$ cat src/rtl/display_gamma_lut_loader.sv
// Streams one full gamma table (2**bitwidth entries) from the host into one encoder LUT and holds off the pixel path while writing.
// Optional build macro DISPLAY_LUT_CHECKSUM_EN adds lut_checksum, the 16-bit running sum of the accepted entries.
module display_gamma_lut_loader #(
   parameter int bitwidth     = 8,
   parameter int cyclewidth   = 8,
   parameter int channels     = 3,
   parameter int drain_cycles = 2
) (
   input  logic                  clk,
   input  logic                  rst,
   input  logic                  load_start,
   input  logic [3:0]            load_channel,
   input  logic                  load_valid,
   input  logic [cyclewidth-1:0] load_data,
   output logic                  load_ready,
   output logic                  load_done,
   output logic                  load_error,
   output logic                  busy,
   output logic                  pix_ready,
   output logic [channels-1:0]   lut_we,
   output logic [bitwidth-1:0]   lut_addr,
   output logic [cyclewidth-1:0] lut_wdata,
`ifdef DISPLAY_LUT_CHECKSUM_EN
   output logic [15:0]           lut_checksum,
`endif
   output logic [1:0]            dbg_state
);

   // Handshake: an entry is accepted on a rising edge where load_valid && load_ready are both high;
   // load_ready depends only on state, and load_data must be stable while load_valid is high.

   typedef enum logic [1:0] {S_IDLE, S_DRAIN, S_LOAD, S_DONE} state_t;

   localparam int DCW = (drain_cycles > 1) ? $clog2(drain_cycles) : 1;
   localparam logic [DCW-1:0] DRAIN_LAST = DCW'(drain_cycles - 1);
   localparam logic [4:0] NUM_CH = 5'(channels);

   state_t                state, next_state;
   logic [DCW-1:0]        drain_cnt;
   logic [bitwidth-1:0]   addr;
   logic [3:0]            ch_q;
   logic [channels-1:0]   we_onehot;
   logic                  chan_ok;
   logic                  start_ok;
   logic                  accept;

   assign chan_ok  = ({1'b0, load_channel} < NUM_CH);
   assign start_ok = (state == S_IDLE) && load_start && chan_ok;
   assign accept   = load_valid && load_ready;

   always_ff @(posedge clk or posedge rst) begin
      if (rst) state <= S_IDLE;
      else     state <= next_state;
   end

   always_comb begin
      next_state = state;
      load_ready = 1'b0;
      load_done  = 1'b0;
      busy       = 1'b1;
      pix_ready  = 1'b0;
      case (state)
         S_IDLE: begin
            busy      = 1'b0;
            pix_ready = 1'b1;
            if (start_ok) next_state = S_DRAIN;
         end
         S_DRAIN: begin
            if (drain_cnt == DRAIN_LAST) next_state = S_LOAD;
         end
         S_LOAD: begin
            load_ready = 1'b1;
            if (load_valid && (addr == '1)) next_state = S_DONE;
         end
         S_DONE: begin
            load_done  = 1'b1;
            next_state = S_IDLE;
         end
         default: next_state = S_IDLE;
      endcase
   end

   always_comb begin
      we_onehot = '0;
      for (int i = 0; i < channels; i++) begin
         if (ch_q == 4'(i)) we_onehot[i] = 1'b1;
      end
   end

   always_ff @(posedge clk or posedge rst) begin
      if (rst) begin
         drain_cnt  <= '0;
         addr       <= '0;
         ch_q       <= '0;
         load_error <= 1'b0;
         lut_we     <= '0;
         lut_addr   <= '0;
         lut_wdata  <= '0;
      end else begin
         load_error <= (state == S_IDLE) && load_start && !chan_ok;
         if (start_ok) ch_q <= load_channel;
         if (state == S_DRAIN) drain_cnt <= drain_cnt + 1'b1;
         else                  drain_cnt <= '0;
         // Write port is registered: the accepted entry lands one cycle after the handshake.
         if (accept) begin
            lut_we    <= we_onehot;
            lut_addr  <= addr;
            lut_wdata <= load_data;
            addr      <= addr + 1'b1;
         end else begin
            lut_we    <= '0;
         end
      end
   end

`ifdef DISPLAY_LUT_CHECKSUM_EN
   always_ff @(posedge clk or posedge rst) begin
      if (rst)         lut_checksum <= '0;
      else if (start_ok) lut_checksum <= '0;
      else if (accept) lut_checksum <= lut_checksum + 16'(load_data);
   end
`endif

   assign dbg_state = state;

endmodule
$ cat config.mk
export PLATFORM = sky130hd
export DESIGN_NAME = display_gamma_lut_loader
export DESIGN_NICKNAME = d
export VERILOG_FILES = /design/src/rtl/display_gamma_lut_loader.sv
export SDC_FILE = /design/constraint.sdc
export NUM_CORES = 1
export LEC_CHECK = 0
export BUFFER_PORTS_ARGS = -buffer_cell sky130_fd_sc_hd__buf_2
export CELL_PAD_IN_SITES_DETAIL_PLACEMENT = 0
export CELL_PAD_IN_SITES_GLOBAL_PLACEMENT = 1
export CORE_MARGIN = 2
export CORE_UTILIZATION = 38
export CTS_CLUSTER_SIZE = 16
export DETAILED_ROUTE_END_ITERATION = 8
export PLACE_DENSITY_LB_ADDON = 0.1
export SETUP_SLACK_MARGIN = 0.02
export SKIP_LAST_GASP = 1
export SLEW_MARGIN = 10
export SYNTH_ARGS = -nofsm -noshare
export SYNTH_HDL_FRONTEND = slang
export SYNTH_SLANG_ARGS = --single-unit
$ cat constraint.sdc
create_clock -name clk -period 1.78 [get_ports clk]
set_input_delay 0.089 -clock clk [delete_from_list [all_inputs] [get_ports clk]]
set_output_delay 0.089 -clock clk [all_outputs]
set_load 0.02 [all_outputs]
Yosys cells after proc, flatten, opt, wreduce, memory -nomap -nowiden
Cells that the tools add are included.

Bits in registers: 35. Word-level logic and storage cells: 42. Input port bits: 16. Output and inout port bits: 26.

Order comparisons: 1. Reduce and logical (&&, ||, !) cells: 9. Equality and inequality tests: 9. Mux-type cells: 13. Add/sub/neg operators: 2.

Operator list (number): $add 8x1->8 const B (1); $eq 8x8->1 const B (1); $mux 1 (8); $pmux 2 s4 (1); $mux 2 (3); $ne 2x2->1 const B (3); $logic_and 1x1->1 (5); $eq 2x2->1 const B (2); $eq 4x1->1 const B (1); $eq 4x2->1 const B (1); $logic_not 4->1 (1); $lt 4x2->1 const B (1); $mux 3 (1); $reduce_and 3->1 (1); $eq 2x1->1 const B (1); $logic_not 2->1 (1); $add 1x1->1 const B (1); $logic_not 1->1 (1).

Longest topological paths before layout
Gate-level depths: netlist (run 1).

Depth in word-level cells: 5. Depth in mapped cells: 6.

Worst setup path before layout (run 1)
No wires, ideal clock.

Path type: flip-flop to flip-flop. Start: reg state[0], in the netlist dbg_state[0]. End: reg ch_q[0]. Slack: -0.097 ns. Stages on the path, launching flop included: 6. Data required time: 1.655 ns. Arrival: 1.752 ns. Period minus slack after synthesis: 1.877 ns. Cells stage by stage: dfrtp_1 > inv_1 > ha_1 > inv_1 > nor3_4 > mux2_2.

Cells in the longest elaborated chain, start to end: 3.

RTL lines: start: declaration (line 38) `state_t state, next_state;`; start signal: assignment (line 53) `else state <= next_state;`; $logic_not 2->1 (line 48) `assign start_ok = (state == S_IDLE) && load_start && chan_ok;`; $logic_and 1x1->1 (2 in series) (line 48); end signal: assignment (line 101) `if (start_ok) ch_q <= load_channel;`; end: declaration (line 41) `logic [3:0] ch_q;`.

Every way passes these cells. A chain may end at the register's enable or synchronous reset.

Final worst setup path (run 1)
Start: reg state[0], in the netlist dbg_state[0]. End: reg lut_wdata[2].

Cells in the longest elaborated chain, start to end: 3.

RTL lines: $eq 2x2->1 (line 62) `case (state)`; $mux 1 (line 62); $logic_and 1x1->1 (line 49) `assign accept = load_valid && load_ready;`; end signal: assignment (line 108) `lut_wdata <= load_data;`; end: declaration (line 22) `output logic [cyclewidth-1:0] lut_wdata,`.

Every way passes these cells.

==> metrics.csv, run 1 <==
metric,value,unit
reg2reg start,dbg_state[0],
cell row count,22,
Die Height,65.7,um
syn avg cell area,14.3,um^2
Peak VDD IR,543,uV
Starting Density,39.5,%
Critical Path Start Type,register,
reg2reg setup slack,0.16,ns
part of the power in combinational logic,23.4,%
reported max-cap violation count,0,
max-slew violation count,0,
vias per cell,4.65,
Worst-path clk slew,0.06,ns
status,"finished, final reports clean",
Worst R2R Path Depth,5,
Num Clock Sinks,35,
remaining antenna violation count,0,
Initial DRT Pass Iterations,2,
Period minus WS final,1.62,ns
"count leader, synth",dfrtp_1,
die area,4310,um^2
Setup-failing EPs final,0,
clk_lat worst skew,0.28,ns
Post-route DRC,0,
Synth top area share,60.6,%
switching power,633,uW
CTS root buffer,clkbuf_8,
"Cell Area, Synth",1450,um^2
DR WL/cell,12.0,um
Pleak,0.917,nW
Top Usage Layer GRT,met2,
gpl congestion,0.739,
"Top FF cell, synth",dfrtp_1,
DP HPWL,1790,um
pwr dens,1140,nW/um^2
Crit Reg-Reg Endpoint,lut_wdata[2],
post-CTS setup buffer count,0,
switch share,30.3,%
number of global-route vias before repair,949,
gr usage total,13.4,%
Worst Tran Pin Value,0.421,ns
Post-synth EDFFs,0,
Ys Warns,0,
global-route wire length before repair,4120,um
Worst Path Max Fanout,8,
Final Cycle Share,91.1,%
pin count of the biggest net entering global routing,36,
Int Pwr,1.46,mW
area grow syn2layout,26.7,%
largest cells by area after synthesis,"dfrtp_1 61%, mux2_2 15%, ha_1 4.3%",
CP Class,reg2reg,
vias,929,
CTS tree,done,
register share of total power,52.4,%
Synth area leader,dfrtp_1,
# IOs,42,
crit path to,lut_wdata[2],
Yosys cell types,23,
met3 Use GR,4.79,%
max_slew headroom,71.9,%
Post-Synthesis Cells,101,
Post-synth ARST share,100,%
# diodes,0,
Syn Nets,122,
RSZ-0062 raised after global routing,false,
endpoint class of the critical path,register,
drt initial violations,35,
Die X,65.7,um
clock share of power,24.2,%
Port Buffers,41,
sequential-to-total area share from yosys stat,60.6,%
met1 global-route usage,15.3,%
final-report hold violation count,0,
Max clock buf depth,2,
met2 GRT Util,21.1,%
Tot Pwr,2.09,mW
fmax,617,MHz
initial antenna violation count,0,
final wirelength,2400,um
CP arrival,1.78,ns
Synth Register Bits,35,
CTS Buf Count,5,
Worst EP required,1.94,ns
layout cells sized above 1,52.0,%
critical path startpoint,dbg_state[0],
Commonest cells post-synth,"35 x dfrtp_1, 19 x mux2_2",
NumNets Final,174,
core area,3660,um^2
CTS H-Tree Depth,2,
Worst Skew,0.00298,ns
grt ovf,0,
worst hold path type,in2reg,
Fin Setup TNS,0,ns
[power by group through the flow]
stage | Clock, mW | Sequential, mW | Combinational [mW]
floorplan | 0 | 1.21 | 0.227
global route | 0.581 | 1.13 | 0.540
finish | 0.505 | 1.10 | 0.488
global placement | 0 | 1.11 | 0.489
detailed placement | 0 | 1.12 | 0.494
CTS | 0.536 | 1.10 | 0.498
[layout make-up]
| class | count | area (um^2) |
|---|---|---|
| Fill cell | 340 | 1830 |
| Timing Repair Buffer | 46 | 245 |
| Multi-Input combinational cell | 60 | 558 |
| Sequential cell | 35 | 876 |
| Tap cell | 48 | 60.1 |
| Clock buffer | 6 | 72.6 |
| Inverter | 5 | 18.8 |
[registers in the layout (all words and copies together) (netlist names)]
name / cells
lut_addr: 8
addr: 8
dbg_state: 2
ch_q: 4
lut_we: 3
drain_cnt: 1
load_error: 1
lut_wdata: 8
[stage by stage]
stage          instances  setup slack [ns]  cell area, um^2  utilization (%)  hold WS, ns
2_1_floorplan        101            0.0299             1460                -        0.241
3_3_place_gp         193             0.218             1750             47.7        0.208
3_5_place_dp         193             0.150             1750             47.7        0.212
4_1_cts              200             0.125             1830             50.0       0.0290
5_1_grt              200            0.0420             1830             50.0       0.0234
6_report             200             0.158             1830             50.0       0.0403
[worst max-delay path, cell delays in order (launching register included)]
cell     delay (ns)
dfrtp_1        0.41
inv_1          0.15
ha_2           0.24
and2_1         0.19
buf_4          0.18
mux2_2         0.34
[kinds of logic after synthesis]
| group | Yosys count | synth area share [%] |
|---|---|---|
| and+or+nand+nor | 24 | 11.5 |
| muxes | 20 | 15.8 |
| adders and majority gates | 5 | 4.33 |
| buffers and inverters | 6 | 1.82 |
| DFF | 35 | 60.6 |
| xor gates and xnor gates | 7 | 4.24 |
| AOI/OAI and AO/OA | 4 | 1.64 |
[layer usage]
metal | vias to the layer above | wire, um
met2 | 27 | 1140
met1 | 443 | 1070
met5 | - | 0
met4 | 0 | 55
met3 | 5 | 130
li1 | 454 | -
[timing repair]
action                                 4_1_cts  5_1_grt
gates resized for setup                      0        0
hold buffers                                 1        0
endpoints found under the hold margin       35        0
[worst min-delay path by stage]
stage | slack (ns) | start | cells after the start | endpoint
2_1_floorplan | 0.24 | rst | 1 | addr[0]
3_3_place_gp | 0.21 | rst | 3 | lut_addr[3]
3_5_place_dp | 0.21 | rst | 3 | lut_addr[3]
4_1_cts | 0.03 | load_data[6] | 2 | lut_wdata[6]
5_1_grt | 0.02 | load_data[1] | 2 | lut_wdata[1]
6_report | 0.04 | load_data[6] | 2 | lut_wdata[6]
[cells in the final DEF (no fill, tap or decap), types with 2 or more instances in the layout]
cell type	count
a21oi_1	2
buf_2	41
buf_4	4
clkbuf_8	5
dfrtp_1	35
ha_1	3
inv_1	5
mux2_2	19
nand2_1	2
nand2_2	2
nand4_1	5
nor2_1	3
nor2b_1	3
nor3_1	2
nor3b_2	2
xnor2_1	5
xor2_1	2
No activity file was read; power rests on OpenSTA's default activity.
==> run 2, diff against run 1 <==
- SKIP_LAST_GASP: 1 -> default
- clock period: 1.78 -> 1.8 ns (I/O delays scaled with it)
==> metrics.csv, run 2 (synthesis results as in run 1) <==
metric,value,unit,change
Worst-path clk slew,0.07,ns,about the same
DP HPWL,1820,um,+1.8%
final-report hold violation count,0,,unchanged
pre-CTS setup slack,0.106,ns,-0.0439 ns
Post-route DRC,0,,unchanged
worst hold slack,0.0354,ns,-0.00493 ns
CTS root buffer,clkbuf_8,,
# diodes,0,,unchanged
Worst Path Max Fanout,8,,unchanged
dpl cells,192,,-0.52%
Period minus WS final,1.63,ns,+0.00465 ns
Initial DRT Pass Iterations,3,,+1
grt ovf,0,,unchanged
clk_lat worst skew,0.28,ns,about the same
# IOs,42,,unchanged
Worst EP required,1.97,ns,+0.03 ns
die area,4310,um^2,unchanged
gr usage total,13.1,%,-0.32 points
Setup-failing EPs final,0,,unchanged
PnR worst setup slack,0.173,ns,+0.0153 ns
Die Height,65.7,um,unchanged
vias per cell,4.61,,-0.82%
switching power,651,uW,+3.0%
gpl congestion,0.781,,+5.6%
Starting Density,39.5,%,unchanged
area grow syn2layout,28.7,%,
clock share of power,31.4,%,+7.2 points
CTS Buf Count,5,,unchanged
max_slew headroom,71.4,%,-0.55 points
CTS H-Tree Depth,2,,unchanged
part of the power in combinational logic,20.9,%,-2.5 points
"commonest non-fill, non-tap cell in the layout",buf_2,,
vias,926,,-0.32%
final core occ,50.8,%,+0.79 points
fill count,332,,-2.4%
Fin Setup TNS,0,ns,unchanged
endpoint class of the critical path,register,,
final wirelength,2470,um,+3.0%
DR WL/cell,12.3,um,+2.4%
status,"finished, final reports clean",,
remaining antenna violation count,0,,unchanged
CTS tree,done,,
worst hold path type,in2reg,,
Int Pwr,1.63,mW,+12%
Pleak,0.935,nW,+1.9%
global-route wire length before repair,4160,um,+1.0%
reported max-cap violation count,0,,unchanged
max-slew violation count,0,,unchanged
NumNets Final,173,,-0.57%
Die X,65.7,um,unchanged
Worst Tran Pin Value,0.430,ns,+0.00818 ns
pin count of the biggest net entering global routing,36,,unchanged
Peak VDD IR,738,uV,+36%
switch share,28.6,%,-1.7 points
core area,3660,um^2,unchanged
CP Class,reg2reg,,
number of global-route vias before repair,951,,+0.21%
Critical Path Start Type,register,,
CP arrival,1.80,ns,+0.02 ns
Num Clock Sinks,35,,unchanged
layout cells sized above 1,53.6,%,+1.6 points
pwr dens,1230,nW/um^2,+7.4%
Final Cycle Share,90.4,%,-0.75 points
Port Buffers,41,,unchanged
post-CTS setup buffer count,0,,unchanged
most frequent cells in the layout,"41 x buf_2, 35 x dfrtp_1, 19 x mux2_2",,
Non-Filler Instances,201,,+0.50%
drt initial violations,26,,-26%
Largest regs,"addr: 8 flops, lut_addr: 8 flops, lut_wdata: 8 flops",,
register share of total power,47.7,%,-4.7 points
Worst Skew,0.00510,ns,+0.00212 ns
cell row count,22,,unchanged
RSZ-0062 raised after global routing,false,,
Max clock buf depth,2,,unchanged
initial antenna violation count,0,,unchanged
fmax,615,MHz,-0.29%
-- run 2: power groups by stage --
stage	Combinational [mW]	Sequential [mW]	Clock, mW
2_1_floorplan	0.224	1.19	0
3_3_place_gp	0.479	1.10	0
3_5_place_dp	0.484	1.10	0
4_1_cts	0.486	1.09	0.737
5_1_grt	0.524	1.12	0.771
6_report	0.478	1.09	0.715
-- run 2: path summary, 6_finish.rpt --
path / start / end / slack, ns / depth (start not counted)
worst min register to register: drain_cnt / drain_cnt / 0.43 / 1
max in group asynchronous: rst / ch_q[3] / 1.04 / 4
min in group asynchronous: rst / lut_addr[7] / 0.45 / 4
worst min-delay path: load_data[2] / lut_wdata[2] / 0.04 / 2
worst max register to register: dbg_state[0] / lut_wdata[6] / 0.17 / 5
worst max-delay path: dbg_state[0] / lut_wdata[6] / 0.17 / 5
-- run 2: layout make-up --
class                   count  area [um^2]  area share, %
inverters                   5         18.8           1.01
flip-flops and latches     35          876           47.1
clock inverters             2         35.0           1.88
multi-input cells          60          549           29.5
clock buffers               6         82.6           4.44
well taps                  48         60.1           3.23
repair buffers             45          238           12.8
-- run 2: worst max-delay path: stages (launching register included) --
cell	delay, ns
dfrtp_1	0.42
inv_1	0.12
ha_2	0.24
and2_2	0.22
buf_4	0.18
mux2_2	0.34
-- run 2: what timing repair did --
| item | CTS | global route |
|---|---|---|
| endpoints found under the setup margin | 0 | 10 |
| gates resized for setup | 0 | 1 |
| hold endpoints to repair | 35 | 0 |
| hold buffers | 1 | 0 |
-- run 2: layer usage --
layer  up-vias  GRT usage (%)  share of wire [%]
met3         2           3.94                5.4
met4         0           6.25                1.3
li1        448              -                  -
met1       451           14.9                 44
met5         -              0                  0
met2        25           22.2                 50
-- run 2: through the flow --
| step | power [mW] | area [um^2] |
|---|---|---|
| 3_3_place_gp | 1.57 | 1730 |
| 5_1_grt | 2.41 | 1860 |
| 6_report | 2.28 | 1860 |
| 2_1_floorplan | 1.42 | 1450 |
| 4_1_cts | 2.31 | 1860 |
| 3_5_place_dp | 1.59 | 1730 |
